File: config.mk
export PLATFORM = sky130hd
export DESIGN_NAME = uvmt_axil_st_reg_slice_flat
export DESIGN_NICKNAME = d
export VERILOG_FILES = /design/src/rtl/uvmt_axil_st_pkg.sv /design/src/rtl/uvma_axil_if.sv /design/src/rtl/uvmt_axil_st_skid_buf.sv /design/src/rtl/uvmt_axil_st_reg_slice.sv /design/src/flat_wrapper.sv
export SDC_FILE = /design/constraint.sdc
export NUM_CORES = 1
export LEC_CHECK = 0
export ABC_AREA = 1
export CAP_MARGIN = 20
export CORE_ASPECT_RATIO = 1.4
export CORE_MARGIN = 5
export CORE_UTILIZATION = 48
export CTS_CLUSTER_SIZE = 28
export DETAILED_ROUTE_END_ITERATION = 10
export GPL_TIMING_DRIVEN = 0
export PLACE_DENSITY = 0.85
export REMOVE_ABC_BUFFERS = 1
export SKIP_CTS_REPAIR_TIMING = 1
export SYNTH_ARGS = -nofsm -noshare
export SYNTH_HDL_FRONTEND = slang
export SYNTH_SLANG_ARGS = --single-unit
File: constraint.sdc
create_clock -name clk -period 5.6 [get_ports clk]
set_input_delay 1.4 -clock clk [delete_from_list [all_inputs] [get_ports clk]]
set_output_delay 1.4 -clock clk [all_outputs]
set_load 0.1 [all_outputs]
File: src/rtl/uvmt_axil_st_pkg.sv
// Shared types and constants for the AXI-Lite register slice.
// Payload layouts are {sideband, main field}, matching the packing used by the slice.
package uvmt_axil_st_pkg;

  localparam int unsigned DEF_ADDR_WIDTH      = 32;
  localparam int unsigned DEF_DATA_WIDTH      = 32;
  localparam int unsigned DEF_MAX_OUTSTANDING = 4;
  localparam int unsigned PROT_W              = 3;
  localparam int unsigned RESP_W              = 2;

  typedef enum logic [1:0] {
    EMPTY = 2'd0,
    ONE   = 2'd1,
    FULL  = 2'd2
  } buf_state_e;

  typedef struct packed {
    logic [PROT_W-1:0]         prot;
    logic [DEF_ADDR_WIDTH-1:0] addr;
  } axil_ax_t;

  typedef struct packed {
    logic [DEF_DATA_WIDTH/8-1:0] strb;
    logic [DEF_DATA_WIDTH-1:0]   data;
  } axil_w_t;

  typedef struct packed {
    logic [RESP_W-1:0] resp;
  } axil_b_t;

  typedef struct packed {
    logic [RESP_W-1:0]         resp;
    logic [DEF_DATA_WIDTH-1:0] data;
  } axil_r_t;

  function automatic int unsigned ax_width(input int unsigned addr_w);
    return addr_w + PROT_W;
  endfunction

  function automatic int unsigned w_width(input int unsigned data_w);
    return data_w + data_w / 8;
  endfunction

  function automatic int unsigned r_width(input int unsigned data_w);
    return data_w + RESP_W;
  endfunction

endpackage

File: src/rtl/uvma_axil_if.sv
// AXI-Lite signal bundle; master drives AW/W/AR and B/R ready, slave the rest.
interface uvma_axil_if #(
  parameter int unsigned ADDR_WIDTH = 32,
  parameter int unsigned DATA_WIDTH = 32
);

  logic                    awvalid;
  logic                    awready;
  logic [ADDR_WIDTH-1:0]   awaddr;
  logic [2:0]              awprot;
  logic                    wvalid;
  logic                    wready;
  logic [DATA_WIDTH-1:0]   wdata;
  logic [DATA_WIDTH/8-1:0] wstrb;
  logic                    bvalid;
  logic                    bready;
  logic [1:0]              bresp;
  logic                    arvalid;
  logic                    arready;
  logic [ADDR_WIDTH-1:0]   araddr;
  logic [2:0]              arprot;
  logic                    rvalid;
  logic                    rready;
  logic [DATA_WIDTH-1:0]   rdata;
  logic [1:0]              rresp;

  modport master (
    output awvalid, awaddr, awprot, input awready,
    output wvalid, wdata, wstrb, input wready,
    input bvalid, bresp, output bready,
    output arvalid, araddr, arprot, input arready,
    input rvalid, rdata, rresp, output rready
  );

  modport slave (
    input awvalid, awaddr, awprot, output awready,
    input wvalid, wdata, wstrb, output wready,
    output bvalid, bresp, input bready,
    input arvalid, araddr, arprot, output arready,
    output rvalid, rdata, rresp, input rready
  );

endinterface

File: src/rtl/uvmt_axil_st_skid_buf.sv
// Two-entry skid buffer: registered input ready, one-cycle latency, one transfer per cycle.
module uvmt_axil_st_skid_buf
  import uvmt_axil_st_pkg::*;
#(
  parameter int unsigned WIDTH = 8
) (
  input  logic             clk,
  input  logic             reset_n,
  input  logic             in_valid,
  output logic             in_ready,
  input  logic [WIDTH-1:0] in_data,
  output logic             out_valid,
  input  logic             out_ready,
  output logic [WIDTH-1:0] out_data
);

  // state | meaning
  // EMPTY | nothing held
  // ONE   | head_q holds the only entry
  // FULL  | head_q oldest, skid_q newer; input stalled

  buf_state_e       state_q, state_d;
  logic             in_ready_q, in_ready_d;
  logic [WIDTH-1:0] head_q, head_d;
  logic [WIDTH-1:0] skid_q, skid_d;
  logic             push, pop;

  always_ff @(posedge clk) begin
    if (!reset_n) begin
      state_q    <= EMPTY;
      in_ready_q <= 1'b0;
    end else begin
      state_q    <= state_d;
      in_ready_q <= in_ready_d;
    end
  end

  always_ff @(posedge clk) begin
    head_q <= head_d;
    skid_q <= skid_d;
  end

  always_comb begin
    state_d = state_q;
    head_d  = head_q;
    skid_d  = skid_q;
    push    = in_valid && in_ready_q;
    pop     = (state_q != EMPTY) && out_ready;
    unique case (state_q)
      EMPTY: begin
        if (push) begin
          state_d = ONE;
          head_d  = in_data;
        end
      end
      ONE: begin
        if (push && pop) begin
          head_d = in_data;
        end else if (push) begin
          state_d = FULL;
          skid_d  = in_data;
        end else if (pop) begin
          state_d = EMPTY;
        end
      end
      FULL: begin
        if (pop) begin
          state_d = ONE;
          head_d  = skid_q;
        end
      end
      default: state_d = EMPTY;
    endcase
    // ready registered from next state so it never sees out_ready combinationally
    in_ready_d = (state_d != FULL);
  end

  always_comb begin
    out_valid = (state_q != EMPTY);
    out_data  = head_q;
    in_ready  = in_ready_q;
  end

endmodule

File: src/rtl/uvmt_axil_st_reg_slice.sv
// AXI-Lite register slice: an independent skid buffer on each of AW, W, AR, B and R.
// Define UVMT_AXIL_ST_REG_SLICE_OUTSTANDING_LIMIT_EN to cap outstanding writes/reads.
module uvmt_axil_st_reg_slice
  import uvmt_axil_st_pkg::*;
#(
  parameter int unsigned ADDR_WIDTH      = DEF_ADDR_WIDTH,
  parameter int unsigned DATA_WIDTH      = DEF_DATA_WIDTH,
  parameter int unsigned MAX_OUTSTANDING = DEF_MAX_OUTSTANDING
) (
  input logic        clk,
  input logic        reset_n,
  uvma_axil_if.slave  mstr_if,
  uvma_axil_if.master slv_if
);

  localparam int unsigned AX_W = ax_width(ADDR_WIDTH);
  localparam int unsigned W_W  = w_width(DATA_WIDTH);
  localparam int unsigned B_W  = RESP_W;
  localparam int unsigned R_W  = r_width(DATA_WIDTH);

  if (MAX_OUTSTANDING < 1 || MAX_OUTSTANDING > 255) begin : g_bad_max_outstanding
    $error("MAX_OUTSTANDING must be in 1..255");
  end

  logic [AX_W-1:0] aw_in, aw_out, ar_in, ar_out;
  logic [W_W-1:0]  w_in, w_out;
  logic [B_W-1:0]  b_in, b_out;
  logic [R_W-1:0]  r_in, r_out;
  logic            aw_buf_ready, ar_buf_ready;
  logic            aw_ok, ar_ok;

`ifdef UVMT_AXIL_ST_REG_SLICE_OUTSTANDING_LIMIT_EN
  localparam int unsigned CNT_W = $clog2(MAX_OUTSTANDING + 1);

  logic [CNT_W-1:0] wr_cnt_q, wr_cnt_d, rd_cnt_q, rd_cnt_d;
  logic             aw_hs, b_hs, ar_hs, r_hs;

  always_ff @(posedge clk) begin
    if (!reset_n) begin
      wr_cnt_q <= '0;
      rd_cnt_q <= '0;
    end else begin
      wr_cnt_q <= wr_cnt_d;
      rd_cnt_q <= rd_cnt_d;
    end
  end

  always_comb begin
    aw_ok    = (wr_cnt_q != CNT_W'(MAX_OUTSTANDING));
    ar_ok    = (rd_cnt_q != CNT_W'(MAX_OUTSTANDING));
    aw_hs    = mstr_if.awvalid && mstr_if.awready;
    b_hs     = mstr_if.bvalid && mstr_if.bready;
    ar_hs    = mstr_if.arvalid && mstr_if.arready;
    r_hs     = mstr_if.rvalid && mstr_if.rready;
    wr_cnt_d = wr_cnt_q;
    rd_cnt_d = rd_cnt_q;
    // a response with nothing outstanding is ignored rather than wrapping the count
    if (aw_hs && !b_hs)                       wr_cnt_d = wr_cnt_q + CNT_W'(1);
    else if (b_hs && !aw_hs && wr_cnt_q != 0) wr_cnt_d = wr_cnt_q - CNT_W'(1);
    if (ar_hs && !r_hs)                       rd_cnt_d = rd_cnt_q + CNT_W'(1);
    else if (r_hs && !ar_hs && rd_cnt_q != 0) rd_cnt_d = rd_cnt_q - CNT_W'(1);
  end
`else
  assign aw_ok = 1'b1;
  assign ar_ok = 1'b1;
`endif

  assign aw_in = {mstr_if.awprot, mstr_if.awaddr};
  assign w_in  = {mstr_if.wstrb, mstr_if.wdata};
  assign ar_in = {mstr_if.arprot, mstr_if.araddr};
  assign b_in  = slv_if.bresp;
  assign r_in  = {slv_if.rresp, slv_if.rdata};

  assign {slv_if.awprot, slv_if.awaddr} = aw_out;
  assign {slv_if.wstrb, slv_if.wdata}   = w_out;
  assign {slv_if.arprot, slv_if.araddr} = ar_out;
  assign mstr_if.bresp                  = b_out;
  assign {mstr_if.rresp, mstr_if.rdata} = r_out;

  assign mstr_if.awready = aw_buf_ready && aw_ok;
  assign mstr_if.arready = ar_buf_ready && ar_ok;

  uvmt_axil_st_skid_buf #(.WIDTH(AX_W)) u_aw_buf (
    .clk      (clk),
    .reset_n  (reset_n),
    .in_valid (mstr_if.awvalid && aw_ok),
    .in_ready (aw_buf_ready),
    .in_data  (aw_in),
    .out_valid(slv_if.awvalid),
    .out_ready(slv_if.awready),
    .out_data (aw_out)
  );

  uvmt_axil_st_skid_buf #(.WIDTH(W_W)) u_w_buf (
    .clk      (clk),
    .reset_n  (reset_n),
    .in_valid (mstr_if.wvalid),
    .in_ready (mstr_if.wready),
    .in_data  (w_in),
    .out_valid(slv_if.wvalid),
    .out_ready(slv_if.wready),
    .out_data (w_out)
  );

  uvmt_axil_st_skid_buf #(.WIDTH(AX_W)) u_ar_buf (
    .clk      (clk),
    .reset_n  (reset_n),
    .in_valid (mstr_if.arvalid && ar_ok),
    .in_ready (ar_buf_ready),
    .in_data  (ar_in),
    .out_valid(slv_if.arvalid),
    .out_ready(slv_if.arready),
    .out_data (ar_out)
  );

  uvmt_axil_st_skid_buf #(.WIDTH(B_W)) u_b_buf (
    .clk      (clk),
    .reset_n  (reset_n),
    .in_valid (slv_if.bvalid),
    .in_ready (slv_if.bready),
    .in_data  (b_in),
    .out_valid(mstr_if.bvalid),
    .out_ready(mstr_if.bready),
    .out_data (b_out)
  );

  uvmt_axil_st_skid_buf #(.WIDTH(R_W)) u_r_buf (
    .clk      (clk),
    .reset_n  (reset_n),
    .in_valid (slv_if.rvalid),
    .in_ready (slv_if.rready),
    .in_data  (r_in),
    .out_valid(mstr_if.rvalid),
    .out_ready(mstr_if.rready),
    .out_data (r_out)
  );

endmodule

File: src/flat_wrapper.sv
// flat-port wrapper written by rule: the top's interface ports become plain ports
module uvmt_axil_st_reg_slice_flat import uvmt_axil_st_pkg::*;
#(
  parameter int unsigned ADDR_WIDTH      = DEF_ADDR_WIDTH,
  parameter int unsigned DATA_WIDTH      = DEF_DATA_WIDTH,
  parameter int unsigned MAX_OUTSTANDING = DEF_MAX_OUTSTANDING
)
  (clk, reset_n, mstr_if_awvalid, mstr_if_awaddr, mstr_if_awprot, mstr_if_awready, mstr_if_wvalid, mstr_if_wdata, mstr_if_wstrb, mstr_if_wready, mstr_if_bvalid, mstr_if_bresp, mstr_if_bready, mstr_if_arvalid, mstr_if_araddr, mstr_if_arprot, mstr_if_arready, mstr_if_rvalid, mstr_if_rdata, mstr_if_rresp, mstr_if_rready, slv_if_awvalid, slv_if_awaddr, slv_if_awprot, slv_if_awready, slv_if_wvalid, slv_if_wdata, slv_if_wstrb, slv_if_wready, slv_if_bvalid, slv_if_bresp, slv_if_bready, slv_if_arvalid, slv_if_araddr, slv_if_arprot, slv_if_arready, slv_if_rvalid, slv_if_rdata, slv_if_rresp, slv_if_rready);
  uvma_axil_if #(.ADDR_WIDTH(ADDR_WIDTH), .DATA_WIDTH(DATA_WIDTH)) mstr_if_i ();
  uvma_axil_if #(.ADDR_WIDTH(ADDR_WIDTH), .DATA_WIDTH(DATA_WIDTH)) slv_if_i ();
  input logic clk;
  input logic reset_n;
  input wire logic [$bits(mstr_if_i.awvalid)-1:0] mstr_if_awvalid;
  input wire logic [$bits(mstr_if_i.awaddr)-1:0] mstr_if_awaddr;
  input wire logic [$bits(mstr_if_i.awprot)-1:0] mstr_if_awprot;
  output wire logic [$bits(mstr_if_i.awready)-1:0] mstr_if_awready;
  input wire logic [$bits(mstr_if_i.wvalid)-1:0] mstr_if_wvalid;
  input wire logic [$bits(mstr_if_i.wdata)-1:0] mstr_if_wdata;
  input wire logic [$bits(mstr_if_i.wstrb)-1:0] mstr_if_wstrb;
  output wire logic [$bits(mstr_if_i.wready)-1:0] mstr_if_wready;
  output wire logic [$bits(mstr_if_i.bvalid)-1:0] mstr_if_bvalid;
  output wire logic [$bits(mstr_if_i.bresp)-1:0] mstr_if_bresp;
  input wire logic [$bits(mstr_if_i.bready)-1:0] mstr_if_bready;
  input wire logic [$bits(mstr_if_i.arvalid)-1:0] mstr_if_arvalid;
  input wire logic [$bits(mstr_if_i.araddr)-1:0] mstr_if_araddr;
  input wire logic [$bits(mstr_if_i.arprot)-1:0] mstr_if_arprot;
  output wire logic [$bits(mstr_if_i.arready)-1:0] mstr_if_arready;
  output wire logic [$bits(mstr_if_i.rvalid)-1:0] mstr_if_rvalid;
  output wire logic [$bits(mstr_if_i.rdata)-1:0] mstr_if_rdata;
  output wire logic [$bits(mstr_if_i.rresp)-1:0] mstr_if_rresp;
  input wire logic [$bits(mstr_if_i.rready)-1:0] mstr_if_rready;
  output wire logic [$bits(slv_if_i.awvalid)-1:0] slv_if_awvalid;
  output wire logic [$bits(slv_if_i.awaddr)-1:0] slv_if_awaddr;
  output wire logic [$bits(slv_if_i.awprot)-1:0] slv_if_awprot;
  input wire logic [$bits(slv_if_i.awready)-1:0] slv_if_awready;
  output wire logic [$bits(slv_if_i.wvalid)-1:0] slv_if_wvalid;
  output wire logic [$bits(slv_if_i.wdata)-1:0] slv_if_wdata;
  output wire logic [$bits(slv_if_i.wstrb)-1:0] slv_if_wstrb;
  input wire logic [$bits(slv_if_i.wready)-1:0] slv_if_wready;
  input wire logic [$bits(slv_if_i.bvalid)-1:0] slv_if_bvalid;
  input wire logic [$bits(slv_if_i.bresp)-1:0] slv_if_bresp;
  output wire logic [$bits(slv_if_i.bready)-1:0] slv_if_bready;
  output wire logic [$bits(slv_if_i.arvalid)-1:0] slv_if_arvalid;
  output wire logic [$bits(slv_if_i.araddr)-1:0] slv_if_araddr;
  output wire logic [$bits(slv_if_i.arprot)-1:0] slv_if_arprot;
  input wire logic [$bits(slv_if_i.arready)-1:0] slv_if_arready;
  input wire logic [$bits(slv_if_i.rvalid)-1:0] slv_if_rvalid;
  input wire logic [$bits(slv_if_i.rdata)-1:0] slv_if_rdata;
  input wire logic [$bits(slv_if_i.rresp)-1:0] slv_if_rresp;
  output wire logic [$bits(slv_if_i.rready)-1:0] slv_if_rready;
  assign mstr_if_i.awvalid = mstr_if_awvalid;
  assign mstr_if_i.awaddr = mstr_if_awaddr;
  assign mstr_if_i.awprot = mstr_if_awprot;
  assign mstr_if_awready = mstr_if_i.awready;
  assign mstr_if_i.wvalid = mstr_if_wvalid;
  assign mstr_if_i.wdata = mstr_if_wdata;
  assign mstr_if_i.wstrb = mstr_if_wstrb;
  assign mstr_if_wready = mstr_if_i.wready;
  assign mstr_if_bvalid = mstr_if_i.bvalid;
  assign mstr_if_bresp = mstr_if_i.bresp;
  assign mstr_if_i.bready = mstr_if_bready;
  assign mstr_if_i.arvalid = mstr_if_arvalid;
  assign mstr_if_i.araddr = mstr_if_araddr;
  assign mstr_if_i.arprot = mstr_if_arprot;
  assign mstr_if_arready = mstr_if_i.arready;
  assign mstr_if_rvalid = mstr_if_i.rvalid;
  assign mstr_if_rdata = mstr_if_i.rdata;
  assign mstr_if_rresp = mstr_if_i.rresp;
  assign mstr_if_i.rready = mstr_if_rready;
  assign slv_if_awvalid = slv_if_i.awvalid;
  assign slv_if_awaddr = slv_if_i.awaddr;
  assign slv_if_awprot = slv_if_i.awprot;
  assign slv_if_i.awready = slv_if_awready;
  assign slv_if_wvalid = slv_if_i.wvalid;
  assign slv_if_wdata = slv_if_i.wdata;
  assign slv_if_wstrb = slv_if_i.wstrb;
  assign slv_if_i.wready = slv_if_wready;
  assign slv_if_i.bvalid = slv_if_bvalid;
  assign slv_if_i.bresp = slv_if_bresp;
  assign slv_if_bready = slv_if_i.bready;
  assign slv_if_arvalid = slv_if_i.arvalid;
  assign slv_if_araddr = slv_if_i.araddr;
  assign slv_if_arprot = slv_if_i.arprot;
  assign slv_if_i.arready = slv_if_arready;
  assign slv_if_i.rvalid = slv_if_rvalid;
  assign slv_if_i.rdata = slv_if_rdata;
  assign slv_if_i.rresp = slv_if_rresp;
  assign slv_if_rready = slv_if_i.rready;
  uvmt_axil_st_reg_slice #(.ADDR_WIDTH(ADDR_WIDTH), .DATA_WIDTH(DATA_WIDTH), .MAX_OUTSTANDING(MAX_OUTSTANDING)) u_core (.clk(clk), .reset_n(reset_n), .mstr_if(mstr_if_i), .slv_if(slv_if_i));
endmodule
# Word level (Yosys, flattened, before mapping)
# Cells that the tools add are included.
[classes]
muxes = 50
n_bitwise = 5
n_eq_ne = 30
reduce_logical = 40
[ops]
columns = ["cell", "n"]
rows = [
  ["two-way mux 35 bit", 6],
  ["case mux 35 bit (3 select lines)", 2],
  ["two-way mux 36 bit", 3],
  ["case mux 36 bit (3 select lines)", 1],
  ["two-way mux 34 bit", 3],
  ["case mux 34 bit (3 select lines)", 1],
  ["two-way mux 2 bit", 28],
  ["inequality test 2 bit (second input constant)", 20],
  ["case mux 2 bit (3 select lines)", 6],
  ["AND reduction 4 bit", 5],
  ["logical AND 1 bit", 15],
  ["AND reduction 3 bit", 5],
  ["nonzero test 3 bit", 5],
  ["equality test 2 x 1 -> 1 bit (second input constant)", 5],
  ["equality test 2 bit (second input constant)", 5],
  ["zero test 2 bit", 5],
  ["nonzero test 2 bit", 5],
  ["NOT 1 bit", 5],
]
[totals]
word_cells = 145
register_bits = 299
in_bits = 154

# Longest topological paths before layout
[depth]
depth_word = 7
mapped_depth = 7
depth_no_buf = 6

# By module
# Synthesis repeated with hierarchy kept, for this count alone.
[unflattened]
cells_unflattened = 862
area_unflattened_um2 = 11516.0
[by_module_without_submodules]
columns = ["module", "n_inst", "area_each_um2", "cells_each", "seq_area_each_um2"]
rows = [
  ["uvmt_axil_st_skid_buf (u_core.u_w_buf)", 1, 2894.0, 213, 2222.1],
  ["uvmt_axil_st_skid_buf (u_core.u_ar_buf)", 1, 2802.7, 208, 2162.1],
  ["uvmt_axil_st_skid_buf (u_core.u_aw_buf)", 1, 2792.7, 208, 2162.1],
  ["uvmt_axil_st_skid_buf (u_core.u_r_buf)", 1, 2720.1, 202, 2102.0],
  ["uvmt_axil_st_skid_buf (u_core.u_b_buf)", 1, 306.5, 31, 180.2],
]

# Worst setup path before layout
# OpenSTA, ideal clock, no wires.
[synth_path]
kind = "input -> register"
start = "input port mstr_if_wvalid"
end = "register u_core.u_w_buf.skid_q[0], enable pin"
n_path_buf = 0
setup_slack_ns = 1.097
required_time_ns = 5.126
arrival_ns = 4.029
cell_stages = 2
path_cell_list = "nand3_1 -> nor3_1"
[synth_via]
elab_chain_cells = 4
[synth_rtl]
columns = ["element", "line_no", "source"]
rows = [
  ["from (decl)", "flat_wrapper.sv:17", "input wire logic [$bits(mstr_if_i.wvalid)-1:0] mstr_if_wvalid;"],
  ["logical AND 1 bit (*)", "uvmt_axil_st_skid_buf.sv:47", "push = in_valid && in_ready_q;"],
  ["logical AND 1 bit", "uvmt_axil_st_skid_buf.sv:57", "if (push && pop) begin"],
  ["NOT 1 bit (no line)", "-", ""],
  ["AND reduction 3 bit (no line) (*)", "-", ""],
  ["to (signal assigned)", "uvmt_axil_st_skid_buf.sv:40", "skid_q <= skid_d;"],
  ["to (decl)", "uvmt_axil_st_skid_buf.sv:25", "logic [WIDTH-1:0] skid_q, skid_d;"],
]
# Mark *: on every way between the ends. The rest lies on a longest branch, timed or not.
# A chain may end at the register's enable or synchronous reset.

# Worst setup path after layout
[layout_path]
start = "register u_core.u_w_buf.state_q[1]"
end = "output port slv_if_wvalid"
[layout_via]
elab_chain_cells = 1
[layout_rtl]
columns = ["element", "line_no", "source"]
rows = [
  ["from (decl)", "uvmt_axil_st_skid_buf.sv:22", "buf_state_e state_q, state_d;"],
  ["from (signal assigned)", "uvmt_axil_st_skid_buf.sv:33", "state_q <= state_d;"],
  ["nonzero test 2 bit", "uvmt_axil_st_skid_buf.sv:79", "out_valid = (state_q != EMPTY);"],
  ["to (decl)", "flat_wrapper.sv:36", "output wire logic [$bits(slv_if_i.wvalid)-1:0] slv_if_wvalid;"],
]
# No other way between the ends.

==> flow_metrics.tcl <==
set metrics [dict create \
    run_status "finished, final reports clean" \
    r2r-end "u_core.u_ar_buf.out_data[33]$_DFFE_PP_" \
    synth_cell_types 19 \
    clock_latency_ns 0.52 \
    synth_area_leaders "edfxtp_1 75%, nand2_1 9.9%, nand3_1 6.3%, dfxtp_1 2.6%, buf_6 1.2%" \
    cpMaxStageDelayCell "clkdlybuf4s50_1" \
    syn2layout_area_growth_pct 38.1 \
    ir_drop_uv 276 \
    ys_ff_latch 299 \
    setup_slack_ns 1.29 \
    r2r_slack_ns 2.83 \
    grt_pass1_wl_um 42400 \
    critical_path_buf_inv_count 2 \
    fin_crit_ns 4.31 \
    start_util_pct 48.9 \
    vias_per_cell 5.15 \
    gr-max-usage-layer "met2" \
    via_count 7709 \
    fp.dieArea_mm2 0.0270 \
    clk_transition_reported_paths_ns 0.07 \
    wl_per_cell_um 18.8 \
    grt_remaining_overflow 0 \
    cts_buffers 27 \
    p_per_area_mw_per_mm2 331 \
    whs_ns 0.522 \
    dr.pass1.iters 5 \
    leakage_nw 5.98 \
    critPathArrivalTime_ns 2.91 \
    synth.avg_cell_area_um2 13.3 \
    grt_use_met2_pct 36.3 \
    setup_violations 0 \
    pre_cts_slack_ns 1.82 \
    wirelength_um 28100 \
    num_rows 66 \
    synth_warnings 0 \
    dp_hpwl_um 19700 \
    worstMarginPinSlew_ns 1.09 \
    drv_cap 0 \
    h-tree-depth 1 \
    crit_path_max_fanout 38 \
    netlist.top_cell.by_area "edfxtp_1" \
    slew_headroom_pct 26.8 \
    antenna_found_initial 2 \
    gp_congestion 0.806 \
    synth_top_area_share_pct 74.6 \
    min_from "u_core.u_r_buf.state_q[0]$_SDFF_PN0_" \
    grt_max_degree 40 \
    fin_crit_sh_pct 77.0 \
    portBuffers 305 \
    clock-skew-final_ns 0.00758 \
    drc 0 \
    hold_end "u_core.u_r_buf.state_q[0]$_SDFF_PN0_" \
    critPathTopFamily "buffers and inverters" \
    ant_nets 0 \
    drv_slew 0 \
    hold_depth 2 \
    fin_cells 1498 \
    grt_use_total_pct 19.8 \
    r2r_cells 6 \
    rr_startpoint "u_core.u_ar_buf.state_q[0]$_SDFF_PN0_" \
    synth_area_mm2 0.0114 \
    cts_tree "done" \
    io_pins 306 \
    synthesis.instances 859 \
    path_cells "inv_1 > nand2_1 > clkdlybuf4s50_1" \
    max_stage_delay_ns 1.21 \
    critPathKind "reg2out" \
    num-nets-final 1321 \
    cts_root_buf "clkbuf_16" \
    clk_path_buf_depth 3 \
    die_w_um 140 \
    cp_data_required_time_ns 4.20 \
    yosysSeqAreaShare_pct 77.3 \
    drive_above_1_share_pct 8.68 \
    die_h_um 193 \
    rsz0062_at_grt "false" \
    hold_viol 0 \
    worst_setup_path_start_kind "register" \
    first_iter_violations 523 \
    grt_util_met3_pct 4.81 \
    gr-usage-met1_pct 21.7 \
    cts_sinks 299 \
    fmax_mhz 232 \
    grt_pass1_vias 7995 \
    dpl.cell_count 1444 \
    hp-class "reg2reg" \
    end_kind "primary output" \
    core_mm2 0.0234 \
]
==> worst max-delay path by stage <==
stage | from | to | slack [ns] | cells after the start
after floorplan | mstr_if_wvalid | u_core.u_w_buf.skid_q[0]$_DFFE_PP_ | 1.10 | 2
after global placement | mstr_if_wvalid | u_core.u_w_buf.skid_q[6]$_DFFE_PP_ | -0.58 | 3
after detailed placement | u_core.u_w_buf.state_q[1]$_SDFF_PN0_ | slv_if_wvalid | 1.82 | 3
after CTS | u_core.u_w_buf.state_q[1]$_SDFF_PN0_ | slv_if_wvalid | 1.24 | 3
after global routing | u_core.u_r_buf.state_q[1]$_SDFF_PN0_ | mstr_if_rvalid | 1.13 | 4
final | u_core.u_w_buf.state_q[1]$_SDFF_PN0_ | slv_if_wvalid | 1.29 | 3
==> Yosys cell counts, drive strengths merged <==
cell type,n
dfxtp,15
a21oi,10
nand2,318
edfxtp,284
and2,1
nor2,5
inv,25
nand4,5
nor3,5
buf,44
nand3,147
==> layer usage <==
metal | wire length, um | part of all wire (%)
met5 | 0 | 0
met4 | 1180 | 4.2
met3 | 2200 | 7.8
met2 | 15000 | 53
met1 | 9710 | 35
==> area by class of cell <==
class | count | area (um^2)
antenna | 5 | 12.5
clock buffer | 41 | 820
clock inverter | 8 | 92.6
fill | 1654 | 7600
inverter | 25 | 98.8
multi-input combinational | 491 | 2180
sequential | 299 | 8830
tap | 306 | 383
timing repair buffer | 323 | 3350
==> tightest hold or removal path, cell delays in order, from the launching register on <==
cell and delay (ns):
dfxtp_1 0.32, nand4_1 0.11, a21oi_2 0.05
==> flip-flops by register name, indices dropped and copies added (netlist names), 2 cells and up <==
name and flops:
u_core.u_r_buf.state_q 2, u_core.u_b_buf.skid_q 2, u_core.u_w_buf.out_data 36, u_core.u_b_buf.out_data 2
u_core.u_ar_buf.out_data 35, u_core.u_aw_buf.state_q 2, u_core.u_aw_buf.skid_q 35, u_core.u_r_buf.out_data 34
u_core.u_r_buf.skid_q 34, u_core.u_w_buf.state_q 2, u_core.u_ar_buf.state_q 2, u_core.u_ar_buf.skid_q 35
u_core.u_w_buf.skid_q 36, u_core.u_aw_buf.out_data 35, u_core.u_b_buf.state_q 2
==> per-stage QoR <==
step           cell area, um^2  utilization [%]  setup TNS (ns)  power [mW]
2_1_floorplan            11100                -               0        3.10
3_3_place_gp             14500             62.2          -55.37        3.36
3_5_place_dp             14800             63.5               0        3.39
4_1_cts                  15800             67.4               0        5.25
5_1_grt                  15800             67.5               0        5.37
6_report                 15800             67.5               0        5.22
==> cell usage in the layout (no fill, tap or decap) <==
cell,n
bufinv_16,2
clkbuf_8,7
dfxtp_1,13
edfxtp_1,284
nand2_1,301
diode_2,5
buf_6,12
nor3_2,4
nand2_4,6
nand4_1,5
clkinv_2,5
buf_16,6
clkdlybuf4s50_1,305
inv_2,10
nand2_2,11
nor2_1,5
a21oi_1,6
dfxtp_2,2
clkinvlp_4,1
clkbuf_16,28
nor3_1,1
a21oi_2,4
clkbuf_1,6
inv_4,2
nand3_2,3
nand3_1,144
inv_1,13
and2_1,1
==> logic make-up (layout without fill, tap and decap cells) <==
logic type	count (synthesis)	in the layout	share of synthesized area (%)
other cells	0	5	0
buf+inv	69	397	3.80
flops	299	299	77.3
compound gates	10	10	0.569
simple gates	481	481	18.4
==> power by group <==
part / leakage [nW] / switching [mW] / internal, mW
registers: 2.73 / 0.0239 / 2.53
logic: 2.80 / 0.565 / 0.224
clock network: 0.450 / 0.776 / 1.10
total: 5.98 / 1.36 / 3.85
(Power assumes the default switching activity.)
